===== src/rtl/rgb2gray_stream.sv =====
// Streaming RGB to greyscale converter: 3-stage valid/ready pipeline with selectable weights.
// Define RGB2GRAY_STREAM_ROUND_EN to round half up instead of truncating the weighted sum.
module rgb2gray_stream #(
  parameter int unsigned PIX_W = 8,
  parameter int unsigned CNT_W = 16
) (
  input  logic             clk,
  input  logic             rst,
  input  logic [PIX_W-1:0] red_i,
  input  logic [PIX_W-1:0] green_i,
  input  logic [PIX_W-1:0] blue_i,
  input  logic [1:0]       mode_i,
  input  logic             sof_i,
  input  logic             eol_i,
  input  logic             done_i,
  output logic             ready_o,
  output logic [PIX_W-1:0] grayscale_o,
  output logic             sof_o,
  output logic             eol_o,
  output logic [CNT_W-1:0] pix_cnt_o,
  output logic             done_o,
  input  logic             ready_i
);

  localparam int unsigned ProdW = PIX_W + 9;
  localparam int unsigned SumW  = PIX_W + 10;

  logic en;

  // Stage 1: weighted products
  logic [8:0]       coef_r, coef_g, coef_b;
  logic [ProdW-1:0] prod_r_d, prod_g_d, prod_b_d;
  logic [ProdW-1:0] prod_r_q, prod_g_q, prod_b_q;
  logic             v1_q, sof1_q, eol1_q;

  // Stage 2: sum
  logic [SumW-1:0]  sum_d, sum_q;
  logic             v2_q, sof2_q, eol2_q;

  // Stage 3: output
  logic [SumW-1:0]  rnd_sum;
  logic [PIX_W-1:0] gray_d, gray_q;
  logic [CNT_W-1:0] cnt_d, cnt_q;
  logic             sof3_q, eol3_q, v3_q;
  logic             unused_rnd_bits;

  assign en      = ready_i | ~v3_q;
  assign ready_o = en;

  always_comb begin
    coef_r = 9'd77;
    coef_g = 9'd150;
    coef_b = 9'd29;
    unique case (mode_i)
      2'd0: begin coef_r = 9'd77; coef_g = 9'd150; coef_b = 9'd29; end
      2'd1: begin coef_r = 9'd54; coef_g = 9'd183; coef_b = 9'd19; end
      2'd2: begin coef_r = 9'd85; coef_g = 9'd86;  coef_b = 9'd85; end
      2'd3: begin coef_r = 9'd0;  coef_g = 9'd256; coef_b = 9'd0;  end
      default: ;
    endcase
  end

  // Mode is applied here, so the pixel carries its weights through the remaining stages.
  always_comb begin
    prod_r_d = ProdW'(red_i)   * ProdW'(coef_r);
    prod_g_d = ProdW'(green_i) * ProdW'(coef_g);
    prod_b_d = ProdW'(blue_i)  * ProdW'(coef_b);
  end

  always_ff @(posedge clk or posedge rst) begin
    if (rst) begin
      v1_q     <= 1'b0;
      sof1_q   <= 1'b0;
      eol1_q   <= 1'b0;
      prod_r_q <= '0;
      prod_g_q <= '0;
      prod_b_q <= '0;
    end else if (en) begin
      v1_q <= done_i;
      if (done_i) begin
        sof1_q   <= sof_i;
        eol1_q   <= eol_i;
        prod_r_q <= prod_r_d;
        prod_g_q <= prod_g_d;
        prod_b_q <= prod_b_d;
      end
    end
  end

  always_comb begin
    sum_d = SumW'(prod_r_q) + SumW'(prod_g_q) + SumW'(prod_b_q);
  end

  always_ff @(posedge clk or posedge rst) begin
    if (rst) begin
      v2_q   <= 1'b0;
      sof2_q <= 1'b0;
      eol2_q <= 1'b0;
      sum_q  <= '0;
    end else if (en) begin
      v2_q <= v1_q;
      if (v1_q) begin
        sof2_q <= sof1_q;
        eol2_q <= eol1_q;
        sum_q  <= sum_d;
      end
    end
  end

  always_comb begin
`ifdef RGB2GRAY_STREAM_ROUND_EN
    rnd_sum = sum_q + SumW'(128);
`else
    rnd_sum = sum_q;
`endif
    // Weights sum to 256, so the selected field cannot exceed full scale.
    gray_d          = rnd_sum[PIX_W+7:8];
    unused_rnd_bits = ^{rnd_sum[SumW-1:PIX_W+8], rnd_sum[7:0]};
    cnt_d           = sof2_q ? '0 : cnt_q + CNT_W'(1);
  end

  always_ff @(posedge clk or posedge rst) begin
    if (rst) begin
      v3_q   <= 1'b0;
      sof3_q <= 1'b0;
      eol3_q <= 1'b0;
      gray_q <= '0;
      cnt_q  <= '0;
    end else if (en) begin
      v3_q <= v2_q;
      if (v2_q) begin
        sof3_q <= sof2_q;
        eol3_q <= eol2_q;
        gray_q <= gray_d;
        cnt_q  <= cnt_d;
      end
    end
  end

  assign grayscale_o = gray_q;
  assign sof_o       = sof3_q;
  assign eol_o       = eol3_q;
  assign pix_cnt_o   = cnt_q;
  assign done_o      = v3_q;

endmodule


===== config.mk =====
export PLATFORM = sky130hd
export DESIGN_NAME = rgb2gray_stream
export DESIGN_NICKNAME = d
export VERILOG_FILES = /design/src/rtl/rgb2gray_stream.sv
export SDC_FILE = /design/constraint.sdc
export NUM_CORES = 1
export LEC_CHECK = 0
export ABC_AREA = 0
export BUFFER_PORTS_ARGS = -buffer_cell sky130_fd_sc_hd__buf_2
export CAP_MARGIN = 20
export CORE_ASPECT_RATIO = 0.7
export CORE_MARGIN = 2
export CORE_UTILIZATION = 50
export CTS_CLUSTER_DIAMETER = 50
export DETAILED_ROUTE_END_ITERATION = 16
export GPL_ROUTABILITY_DRIVEN = 0
export PLACE_DENSITY = 0.68
export REMOVE_ABC_BUFFERS = 1
export SYNTH_ARGS = -nofsm -noshare
export SYNTH_HDL_FRONTEND = slang
export SYNTH_SLANG_ARGS = --single-unit

===== constraint.sdc =====
create_clock -name clk -period 4 [get_ports clk]
set_input_delay 0.8 -clock clk [delete_from_list [all_inputs] [get_ports clk]]
set_output_delay 0.8 -clock clk [all_outputs]
set_load 0.02 [all_outputs]

==> results of run 1 <==
-- power breakdown --
group / internal, mW / switching [mW]
logic: 2.38 / 2.62
registers: 1.22 / 0.289
clock network: 0.521 / 0.360
total: 4.12 / 3.27
-- kinds of logic after synthesis --
logic type	Yosys count
AOI/OAI and AO/OA	165
xor gates and xnor gates	49
adders and majority gates	242
buffers and inverters	195
DFF	89
muxes	18
and+or+nand+nor	309
-- cells in the final DEF (no fill, tap or decap), types with 5 or more instances in the layout --
master	Yosys	final
a21oi_2	0	10
nand4_1	7	7
xor2_1	22	18
nand2_2	1	7
buf_6	0	15
a21o_1	10	10
buf_2	3	58
nor2b_4	0	6
o21bai_1	6	5
inv_1	170	144
o211ai_1	6	6
o21ai_0	53	34
clkbuf_16	0	9
nor2_1	31	29
nand3_1	12	12
nor2b_1	43	33
a21oi_1	34	22
fa_2	0	5
fa_1	99	94
buf_4	1	157
and2_4	0	6
and3_1	7	5
nor3_1	6	6
ha_4	0	23
ha_1	143	118
o21ai_2	1	9
and2_1	61	55
xnor2_2	0	6
nand2_1	108	101
dfrtp_1	89	89
mux2_2	15	15
inv_2	0	23
xnor2_1	27	21
o21ai_1	16	26
nand2b_1	17	13
-- layout make-up --
class                           instances  area, sq um
Sequential cell                        89         2230
Timing Repair Buffer                  235         1730
Clock inverter                          5         62.6
Inverter                              170          654
Multi-Input combinational cell        783         7710
Tap cell                              270          338
Fill cell                            1630         6710
Clock buffer                           11          253
-- worst max path at each step --
stage | slack, ns | depth (start not counted) | start | endpoint
6_report | -0.51 | 19 | mode_i[1] | prod_g_q[15]$_DFFE_PP0P_
4_1_cts | -0.50 | 19 | mode_i[0] | prod_b_q[15]$_DFFE_PP0P_
3_5_place_dp | -1.26 | 19 | mode_i[0] | prod_b_q[15]$_DFFE_PP0P_
3_3_place_gp | -1.16 | 18 | mode_i[0] | prod_r_q[14]$_DFFE_PP0P_
2_1_floorplan | -1.26 | 17 | mode_i[1] | prod_g_q[15]$_DFFE_PP0P_
5_1_grt | -0.63 | 20 | mode_i[0] | prod_b_q[12]$_DFFE_PP0P_
-- through the flow --
| stage | util (%) | setup TNS [ns] | setup slack, ns | cell area (sq um) | hold WS, ns |
|---|---|---|---|---|---|
| finish | 65.9 | -9.06 | -0.507 | 13000 | 0.470 |
| detailed placement | 59.4 | -30.76 | -1.26 | 11700 | 0.461 |
| CTS | 64.9 | -8.51 | -0.495 | 12800 | 0.476 |
| floorplan | - | -20.84 | -1.26 | 9880 | 0.442 |
| global route | 65.9 | -12.25 | -0.629 | 13000 | 0.491 |
| global placement | 59.4 | -28.18 | -1.16 | 11700 | 0.460 |
-- routing by layer --
layer  vias to the layer above  wire (um)  global-route usage [%]
li1                       3932          -                       -
met1                      3941      12000                    34.8
met2                       151      10900                    37.1
met3                        21        891                    3.16
met4                         0        211                    3.97
met5                         -          0                       0
-- flip-flops by register name, indices dropped and copies added (netlist names) --
| signal | count |
|---|---|
| done_o | 1 |
| eol1_q | 1 |
| eol2_q | 1 |
| eol_o | 1 |
| grayscale_o | 8 |
| pix_cnt_o | 16 |
| prod_b_q | 16 |
| prod_g_q | 16 |
| prod_r_q | 16 |
| rnd_sum | 8 |
| sof1_q | 1 |
| sof2_q | 1 |
| sof_o | 1 |
| v1_q | 1 |
| v2_q | 1 |
-- repair_timing --
item / in CTS / in global routing
buffers inserted: 13 / 5
setup endpoints to repair: 30 / 28
gates resized for setup: 164 / 35
cloned: 2 / 0
hold endpoints to repair: 0 / 0
pin swaps: 83 / 34
-- worst register-to-register path, delay by kind of cell (launching register included) --
kind	cells	cell delay, ns
compound gates	4	0.81
flops	1	0.45
simple gates	2	0.69
fa+ha+maj	2	0.84
-- cells in the mapped netlist, types with 2 or more instances --
master | number | area share [%]
a21oi_1 | 34 | 1.7
inv_1 | 170 | 6.4
nor4_1 | 2 | 0.13
or3_1 | 4 | 0.25
fa_1 | 99 | 20
xor2_1 | 22 | 1.9
nand4_1 | 7 | 0.44
nor3_1 | 6 | 0.30
buf_2 | 3 | 0.15
o211ai_1 | 6 | 0.45
a2111o_1 | 2 | 0.23
a21o_1 | 10 | 0.75
a211oi_1 | 6 | 0.45
nor2_1 | 31 | 1.2
a31o_2 | 2 | 0.18
o21bai_1 | 6 | 0.45
o21a_1 | 3 | 0.23
clkbuf_1 | 16 | 0.60
buf_1 | 5 | 0.19
xnor2_1 | 27 | 2.4
and2_1 | 61 | 3.8
o21ai_1 | 16 | 0.80
o31ai_1 | 3 | 0.23
nor2b_1 | 43 | 2.7
mux2i_1 | 3 | 0.30
mux2_2 | 15 | 1.7
nand4b_1 | 3 | 0.26
a221o_1 | 2 | 0.20
dfrtp_1 | 89 | 22
o22ai_1 | 2 | 0.13
nand2b_1 | 17 | 1.1
nand3_1 | 12 | 0.60
o21ai_0 | 53 | 2.7
ha_1 | 143 | 18
nand2_1 | 108 | 4.1
a31oi_1 | 5 | 0.31
and3_1 | 7 | 0.44
==> impl_metrics.env, run 1 <==
export IMPL_status="finished, violations left"
export IMPL_violations="negative setup slack"
export IMPL_drt_wirelength_per_cell_um=15.3
export IMPL_period_share_pct=113
export IMPL_syn_inst=1067
export IMPL_antenna_cells=0
export IMPL_crit_path_start_kind="primary input"
export IMPL_ys_seq_elements=89
export IMPL_fin_cells=1563
export IMPL_antenna_found_initial=0
export IMPL_max_cap_violations=0
export IMPL_drt_pass1_iter_count=5
export IMPL_cts_reportedPaths_clkPinSlew_ns=0.06
export IMPL_final_net_count=1562
export IMPL_leakage_nw=6.63
export IMPL_drt_iter0_drc=379
export IMPL_vias=8045
export IMPL_yosys_warnings=0
export IMPL_slowest_stage="fa_1"
export IMPL_max_slew_margin_pct=52.0
export IMPL_worst_path_most_repeated_cell="fa_1"
export IMPL_grt_pass1_wl_mm=39.5
export IMPL_syn_to_final_growth_pct=30.0
export IMPL_synth_top_family_by_area="adder cells"
export IMPL_die_area_sq_um=21100
export IMPL_ctsHoldBuffers=0
export IMPL_grt_overflow=0
export IMPL_worstMarginPinSlew_ns=0.718
export IMPL_fmax_ghz=0.222
export IMPL_io_pins=60
export IMPL_synthAdderAreaFrac_pct=37.8
export IMPL_routed_wl_mm=24.0
export IMPL_first_global_vias=8011
export IMPL_r2r_slack_ns=1.12
export IMPL_insertion_delay_ns=0.35
export IMPL_antenna_left=0
export IMPL_grt_setup_unrepaired="yes"
export IMPL_coreArea_sq_um=19700
export IMPL_io_buffers=59
export IMPL_hold_viol=0
export IMPL_period_minus_slack_ns=4.51
export IMPL_die_h_um=122
export IMPL_ys_flop_type="dfrtp_1"
export IMPL_synth_compound_area_share_pct=10.3
export IMPL_r2r_start="prod_r_q[5]$_DFFE_PP0P_"
export IMPL_cts_buffer_depth=2
export IMPL_path_cells="buf_12 -> inv_8 -> ha_4 -> nor2_1 -> buf_4 -> nor2b_2 -> fa_1 -> fa_1 -> fa_1 -> inv_1 -> fa_1 -> inv_2 -> ha_4 -> and3_4 -> a221o_1 -> a21oi_2 -> o221a_1 -> xnor2_1 -> o21ai_1"
export IMPL_clock_skew_ns=0.00623
export IMPL_finalPower_mw=7.39
export IMPL_numClockSinks=89
export IMPL_cts_buffers_inserted=9
export IMPL_yosysUniqueCellTypes=61
export IMPL_grtUsageTotal_pct=23.3
export IMPL_synth_xor_area_share_pct=4.30
export IMPL_required_ns=4.23
export IMPL_critPathMaxFanout=4
export IMPL_drv_slew=0
export IMPL_finalSetupViolCount=26
export IMPL_ys_seq_area_share_pct=22.3
export IMPL_vdd_drop_max_v=0.000422
export IMPL_hold_depth=1
export IMPL_drive_gt1_share_pct=31.0
export IMPL_placedCellCount=1527
export IMPL_cts_root_buf="clkbuf_16"
export IMPL_slowest_delay_ns=0.52
export IMPL_vias_per_cell=5.15
export IMPL_hold_path_class="reg -> reg"
export IMPL_path_delay_family="adder cells"
export IMPL_end_kind="flip-flop"
export IMPL_synth_edf_count=0
export IMPL_dpl_hpwl_mm=18.8
export IMPL_worst_setup_path_type="in -> reg"
export IMPL_rows=43
export IMPL_syn_area_per_cell_sq_um=9.36
export IMPL_synthMuxAreaShare_pct=1.99
export IMPL_crit_arrival_ns=4.74
export IMPL_holdCritStartpoint="sof_o$_DFFE_PP0P_"
export IMPL_cts_tree="done"
export IMPL_path_buf_inv=5
export IMPL_synthSimpleGateAreaFrac_pct=15.9
export IMPL_r2r_end="rnd_sum[15]$_DFFE_PP0P_"
export IMPL_fp_dieW_um=173
export IMPL_setup_slack_ns=-0.507
export IMPL_power_density_nw_per_um2=569
export IMPL_synth_async_reset_ratio_pct=100
export IMPL_whs_endpoint="sof_o$_DFFE_PP0P_"
export IMPL_rr_worst_depth=8
export IMPL_initial_utilization_pct=50.7
export IMPL_htreeDepth=3
export IMPL_drc=0
export IMPL_grt_start_max_net_pins=90
export IMPL_synth_cell_area_sq_um=9990
Power figures use the tool's default switching activity.
==> run 2, diff against run 1 <==
CORE_MARGIN = 5   (was 2)
==> impl_metrics.env, run 2 (same netlist as run 1, synthesis figures left out) <==
export IMPL_first_global_vias=7899
export IMPL_hold_path_class="in -> async"
export IMPL_worst_setup_path_type="in -> reg"
export IMPL_grtUsageTotal_pct=21.3
export IMPL_hold_slack_ns=0.418
export IMPL_end_kind="flip-flop"
export IMPL_rows=43
export IMPL_fp_dieW_um=179
export IMPL_max_cap_violations=0
export IMPL_grt_overflow=0
export IMPL_syn_to_final_growth_pct=30.7
export IMPL_cts_reportedPaths_clkPinSlew_ns=0.07
export IMPL_fmax_ghz=0.217
export IMPL_drv_slew=0
export IMPL_insertion_delay_ns=0.34
export IMPL_leakage_nw=6.61
export IMPL_drc=0
export IMPL_cts_root_buf="clkbuf_16"
export IMPL_grt_start_max_net_pins=49
export IMPL_hold_viol=0
export IMPL_setup_slack_ns=-0.612
export IMPL_routed_wl_mm=24.5
export IMPL_final_net_count=1559
export IMPL_drt_iter0_drc=460
export IMPL_cts_buffer_depth=2
export IMPL_die_area_sq_um=22900
export IMPL_antenna_cells=0
export IMPL_required_ns=4.23
export IMPL_clock_skew_ns=0.00635
export IMPL_period_share_pct=115
export IMPL_antenna_left=0
export IMPL_vias=7906
export IMPL_status="finished, violations left"
export IMPL_die_h_um=128
export IMPL_grt_pass1_wl_mm=39.3
export IMPL_htreeDepth=3
export IMPL_ctsHoldBuffers=0
export IMPL_initial_utilization_pct=50.6
export IMPL_vdd_drop_max_v=0.000357
export IMPL_setup_tns_ns=-10.18
export IMPL_r2r_slack_ns=1.28
export IMPL_drive_gt1_share_pct=31.9
export IMPL_vias_per_cell=5.07
export IMPL_slowest_stage="fa_1"
export IMPL_cts_buffers_inserted=9
export IMPL_worstMarginPinSlew_ns=0.732
export IMPL_violations="negative setup slack"
export IMPL_numClockSinks=89
export IMPL_max_slew_margin_pct=51.1
export IMPL_worst_path_most_repeated_cell="fa_1"
export IMPL_path_cells="buf_12 -> inv_8 -> ha_4 -> nor2_4 -> nor2b_1 -> fa_1 -> fa_2 -> fa_1 -> inv_1 -> fa_1 -> inv_2 -> ha_4 -> and3_4 -> a221o_1 -> a21oi_2 -> o221a_1 -> xnor2_1 -> o21ai_1"
export IMPL_antenna_found_initial=0
export IMPL_r2r_start="prod_r_q[5]$_DFFE_PP0P_"
export IMPL_drt_pass1_iter_count=5
export IMPL_rr_worst_depth=8
export IMPL_io_buffers=59
export IMPL_grt_setup_unrepaired="yes"
export IMPL_layout_common_cells="152 x buf_4, 142 x inv_1, 111 x ha_1"
export IMPL_period_minus_slack_ns=4.61
export IMPL_slowest_delay_ns=0.53
export IMPL_power_density_nw_per_um2=559
export IMPL_crit_arrival_ns=4.84
export IMPL_dpl_hpwl_mm=19.2
export IMPL_critPathMaxFanout=5
export IMPL_r2r_end="rnd_sum[15]$_DFFE_PP0P_"
export IMPL_io_pins=60
export IMPL_coreArea_sq_um=19700
export IMPL_drt_wirelength_per_cell_um=15.7
export IMPL_finalSetupViolCount=26
export IMPL_layout_commonest_cell="buf_4"
export IMPL_crit_path_start_kind="primary input"
export IMPL_cts_tree="done"
## run 2: cell types whose count changed in the layout (fill, tap and decap cells not counted), sizes merged
cell	delta
bufinv	-1
clkinv	+1
buf	-3
## run 2: cell type report
type / count / area (sq um)
Clock buffer: 11 / 253
Clock inverter: 5 / 37.5
Fill cell: 1544 / 6700
Inverter: 170 / 652
Multi-Input combinational cell: 783 / 7800
Sequential cell: 89 / 2230
Tap cell: 270 / 338
Timing Repair Buffer: 232 / 1740
## run 2: what timing repair did
item	4_1_cts	5_1_grt
pin swaps	62	94
buffers inserted	10	8
gates resized for setup	117	105
setup endpoints to repair	29	29
cloned	1	0
## run 2: through the flow
step	cells	setup WS [ns]	instance area [sq um]	power (mW)	util (%)
detailed placement	1526	-1.28	11700	5.74	59.3
CTS	1553	-0.559	12500	6.93	63.5
global placement	1525	-1.17	11700	5.64	59.1
global route	1560	-0.712	13000	7.97	66.1
finish	1560	-0.612	13000	7.30	66.1
floorplan	1042	-1.26	9880	4.38	-
## run 2: routing by layer
metal,GRT usage (%),share of wire [%],wire length [um],up-vias
met4,2.53,0.56,137,0
met3,2.95,3.4,822,13
met1,32.8,51,12500,3834
li1,-,-,-,3922
met2,33.0,45,11000,137
met5,0,0,0,-
## run 2: power by group
part	total, mW	internal [mW]	switching, mW
clock	0.806	0.457	0.349
combinational	4.99	2.39	2.59
sequential	1.50	1.22	0.280
## run 2: how the worst max path moves through the flow
stage               startpoint                  endpoint  slack, ns
CTS                  mode_i[0]  prod_g_q[15]$_DFFE_PP0P_      -0.56
floorplan            mode_i[1]  prod_g_q[15]$_DFFE_PP0P_      -1.26
finish               mode_i[0]  prod_g_q[15]$_DFFE_PP0P_      -0.61
global route         mode_i[0]  prod_g_q[15]$_DFFE_PP0P_      -0.71
global placement     mode_i[0]  prod_g_q[10]$_DFFE_PP0P_      -1.17
detailed placement   mode_i[1]  prod_g_q[15]$_DFFE_PP0P_      -1.28
## run 2: worst max-delay path, delay by kind of cell
kind / cells / cell delay, ns
xor+xnor: 1 / 0.12
simple gates: 3 / 0.46
compound gates: 4 / 0.83
fa+ha+maj: 6 / 2.36
buf+inv: 4 / 0.26
==> run 3, diff against run 2 <==
clock period = 5.4 ns   (was 4 ns; I/O delays follow)
==> impl_metrics.env, run 3 (same netlist as run 1, synthesis figures left out) <==
export IMPL_post_cts_repair_setup_buffers=0
export IMPL_cts_tree="done"
export IMPL_io_buffers=59
export IMPL_ctsHoldBuffers=0
export IMPL_r2r_slack_ns=2.63
export IMPL_fmax_ghz=0.193
export IMPL_top_layer="met4"
export IMPL_drt_iter0_drc=469
export IMPL_vias_per_cell=5.11
export IMPL_layout_common_cells="169 x inv_1, 143 x ha_1, 107 x nand2_1"
export IMPL_drt_wirelength_per_cell_um=14.9
export IMPL_fillers=1786
export IMPL_coreArea_sq_um=19700
export IMPL_initial_utilization_pct=50.6
export IMPL_grtUsageTotal_pct=19.9
export IMPL_combPwrFrac_pct=64.0
export IMPL_end_kind="flip-flop"
export IMPL_die_area_sq_um=22900
export IMPL_hold_slack_ns=0.475
export IMPL_die_h_um=128
export IMPL_cts_buffer_depth=2
export IMPL_grt_overflow=0
export IMPL_grt_pass1_wl_mm=37.0
export IMPL_drt_pass1_iter_count=5
export IMPL_hold_path_class="reg -> reg"
export IMPL_fin_util_pct=57.3
export IMPL_first_global_vias=7337
export IMPL_hold_viol=0
export IMPL_p_switching_mw=2.12
export IMPL_critPathMaxFanout=7
export IMPL_seqCellArea_sq_um=2230
export IMPL_cts_reportedPaths_clkPinSlew_ns=0.06
export IMPL_power_internal_mw=2.61
export IMPL_multi_input_area_sq_um=7040
export IMPL_power_density_nw_per_um2=418
export IMPL_crit_arrival_ns=5.42
export IMPL_route_met3_wl_um=838
export IMPL_drc=0
export IMPL_antenna_left=0
export IMPL_wl_met1_mm=11.7
export IMPL_dpl_hpwl_mm=18.4
export IMPL_pre_cts_ws_ns=-0.154
export IMPL_r2r_start="prod_r_q[6]$_DFFE_PP0P_"
export IMPL_critPathLaunch="mode_i[0]"
export IMPL_vias=7428
export IMPL_worstMarginPinSlew_ns=0.863
export IMPL_required_ns=5.63
export IMPL_setup_slack_ns=0.210
export IMPL_vdd_drop_max_v=0.000244
export IMPL_drive_gt1_share_pct=14.4
export IMPL_r2r_end="rnd_sum[15]$_DFFE_PP0P_"
export IMPL_worst_setup_path_type="in -> reg"
export IMPL_max_slew_margin_pct=42.3
export IMPL_cts_buffers_inserted=9
export IMPL_drv_slew=0
export IMPL_swShare_pct=44.9
export IMPL_seqPwrFrac_pct=23.5
export IMPL_power_frac_clock_pct=12.4
export IMPL_insertion_delay_ns=0.34
export IMPL_holdCritStartpoint="eol1_q$_DFFE_PP0P_"
export IMPL_leakage_nw=5.94
export IMPL_grt_start_max_net_pins=49
export IMPL_layout_commonest_cell="inv_1"
export IMPL_antenna_found_initial=0
export IMPL_max_cap_violations=0
export IMPL_wl_met2_mm=8.86
export IMPL_hold_depth=2
export IMPL_rows=43
export IMPL_fp_dieW_um=179
export IMPL_htreeDepth=3
export IMPL_cts_root_buf="clkbuf_16"
export IMPL_crit_path_start_kind="primary input"
export IMPL_rr_worst_depth=8
export IMPL_clock_skew_ns=0.00601
export IMPL_io_pins=60
export IMPL_final_net_count=1452
export IMPL_whs_endpoint="eol1_q$_DFFE_PP0P_"
export IMPL_routed_wl_mm=21.6
export IMPL_period_minus_slack_ns=5.19
export IMPL_finalSetupViolCount=0
export IMPL_antenna_cells=0
export IMPL_numClockSinks=89
export IMPL_period_share_pct=96.1
export IMPL_grt_setup_unrepaired="no"
export IMPL_syn_to_final_growth_pct=13.3
export IMPL_status="complete, no violations"
[run 3: worst max-delay path by stage]
stage	slack, ns	to	cells after the start
after floorplan	-0.14	prod_g_q[15]$_DFFE_PP0P_	17
after global placement	-0.07	prod_g_q[9]$_DFFE_PP0P_	20
after detailed placement	-0.15	prod_g_q[15]$_DFFE_PP0P_	19
after CTS	0.21	prod_g_q[15]$_DFFE_PP0P_	19
after global routing	0.007	prod_g_q[15]$_DFFE_PP0P_	19
final	0.21	prod_g_q[15]$_DFFE_PP0P_	17
[run 3: per-layer routing]
metal	vias up	track usage [%]
li1	3718	-
met1	3576	32.8
met2	115	28.2
met3	19	2.51
met4	0	3.25
met5	-	0
[run 3: metrics by stage]
| step | power [mW] | TNS, ns | std cells | cell area [sq um] |
|---|---|---|---|---|
| after CTS | 4.75 | 0 | 1453 | 11300 |
| after global placement | 4.07 | -0.321 | 1437 | 11000 |
| after detailed placement | 4.13 | -0.928 | 1437 | 11000 |
| after global routing | 5.25 | 0 | 1453 | 11300 |
| final | 4.73 | 0 | 1453 | 11300 |
| after floorplan | 3.24 | -0.192 | 1042 | 9880 |
[run 3: power groups by stage]
stage | Clock, mW | Combinational (mW) | Sequential [mW]
floorplan | 0 | 2.13 | 1.12
global route | 0.625 | 3.47 | 1.15
detailed placement | 0 | 3.01 | 1.12
finish | 0.588 | 3.03 | 1.11
global placement | 0 | 2.95 | 1.12
CTS | 0.599 | 3.04 | 1.11
[run 3: cell type report]
cell class / count / area share, %
Clock buffer: 10 / 2.11
Clock inverter: 6 / 0.365
Inverter: 170 / 5.65
Timing Repair Buffer: 125 / 6.99
Sequential cell: 89 / 19.7
Tap cell: 270 / 2.99
Multi-Input combinational cell: 783 / 62.2
[run 3: critical path: stages]
cell and delay [ns]:
buf_2 0.12, inv_1 0.09, ha_1 0.40, and2_1 0.22, fa_1 0.45, fa_1 0.50
fa_1 0.48, inv_1 0.05, fa_1 0.48, inv_1 0.04, ha_1 0.31, and3_1 0.22
a221o_1 0.36, a21oi_1 0.20, o221a_1 0.22, xnor2_1 0.12, o21ai_1 0.07
[run 3: repair_timing]
item,CTS,global route
setup endpoints to repair,0,3
resized for setup,0,4
hold endpoints to repair,0,0
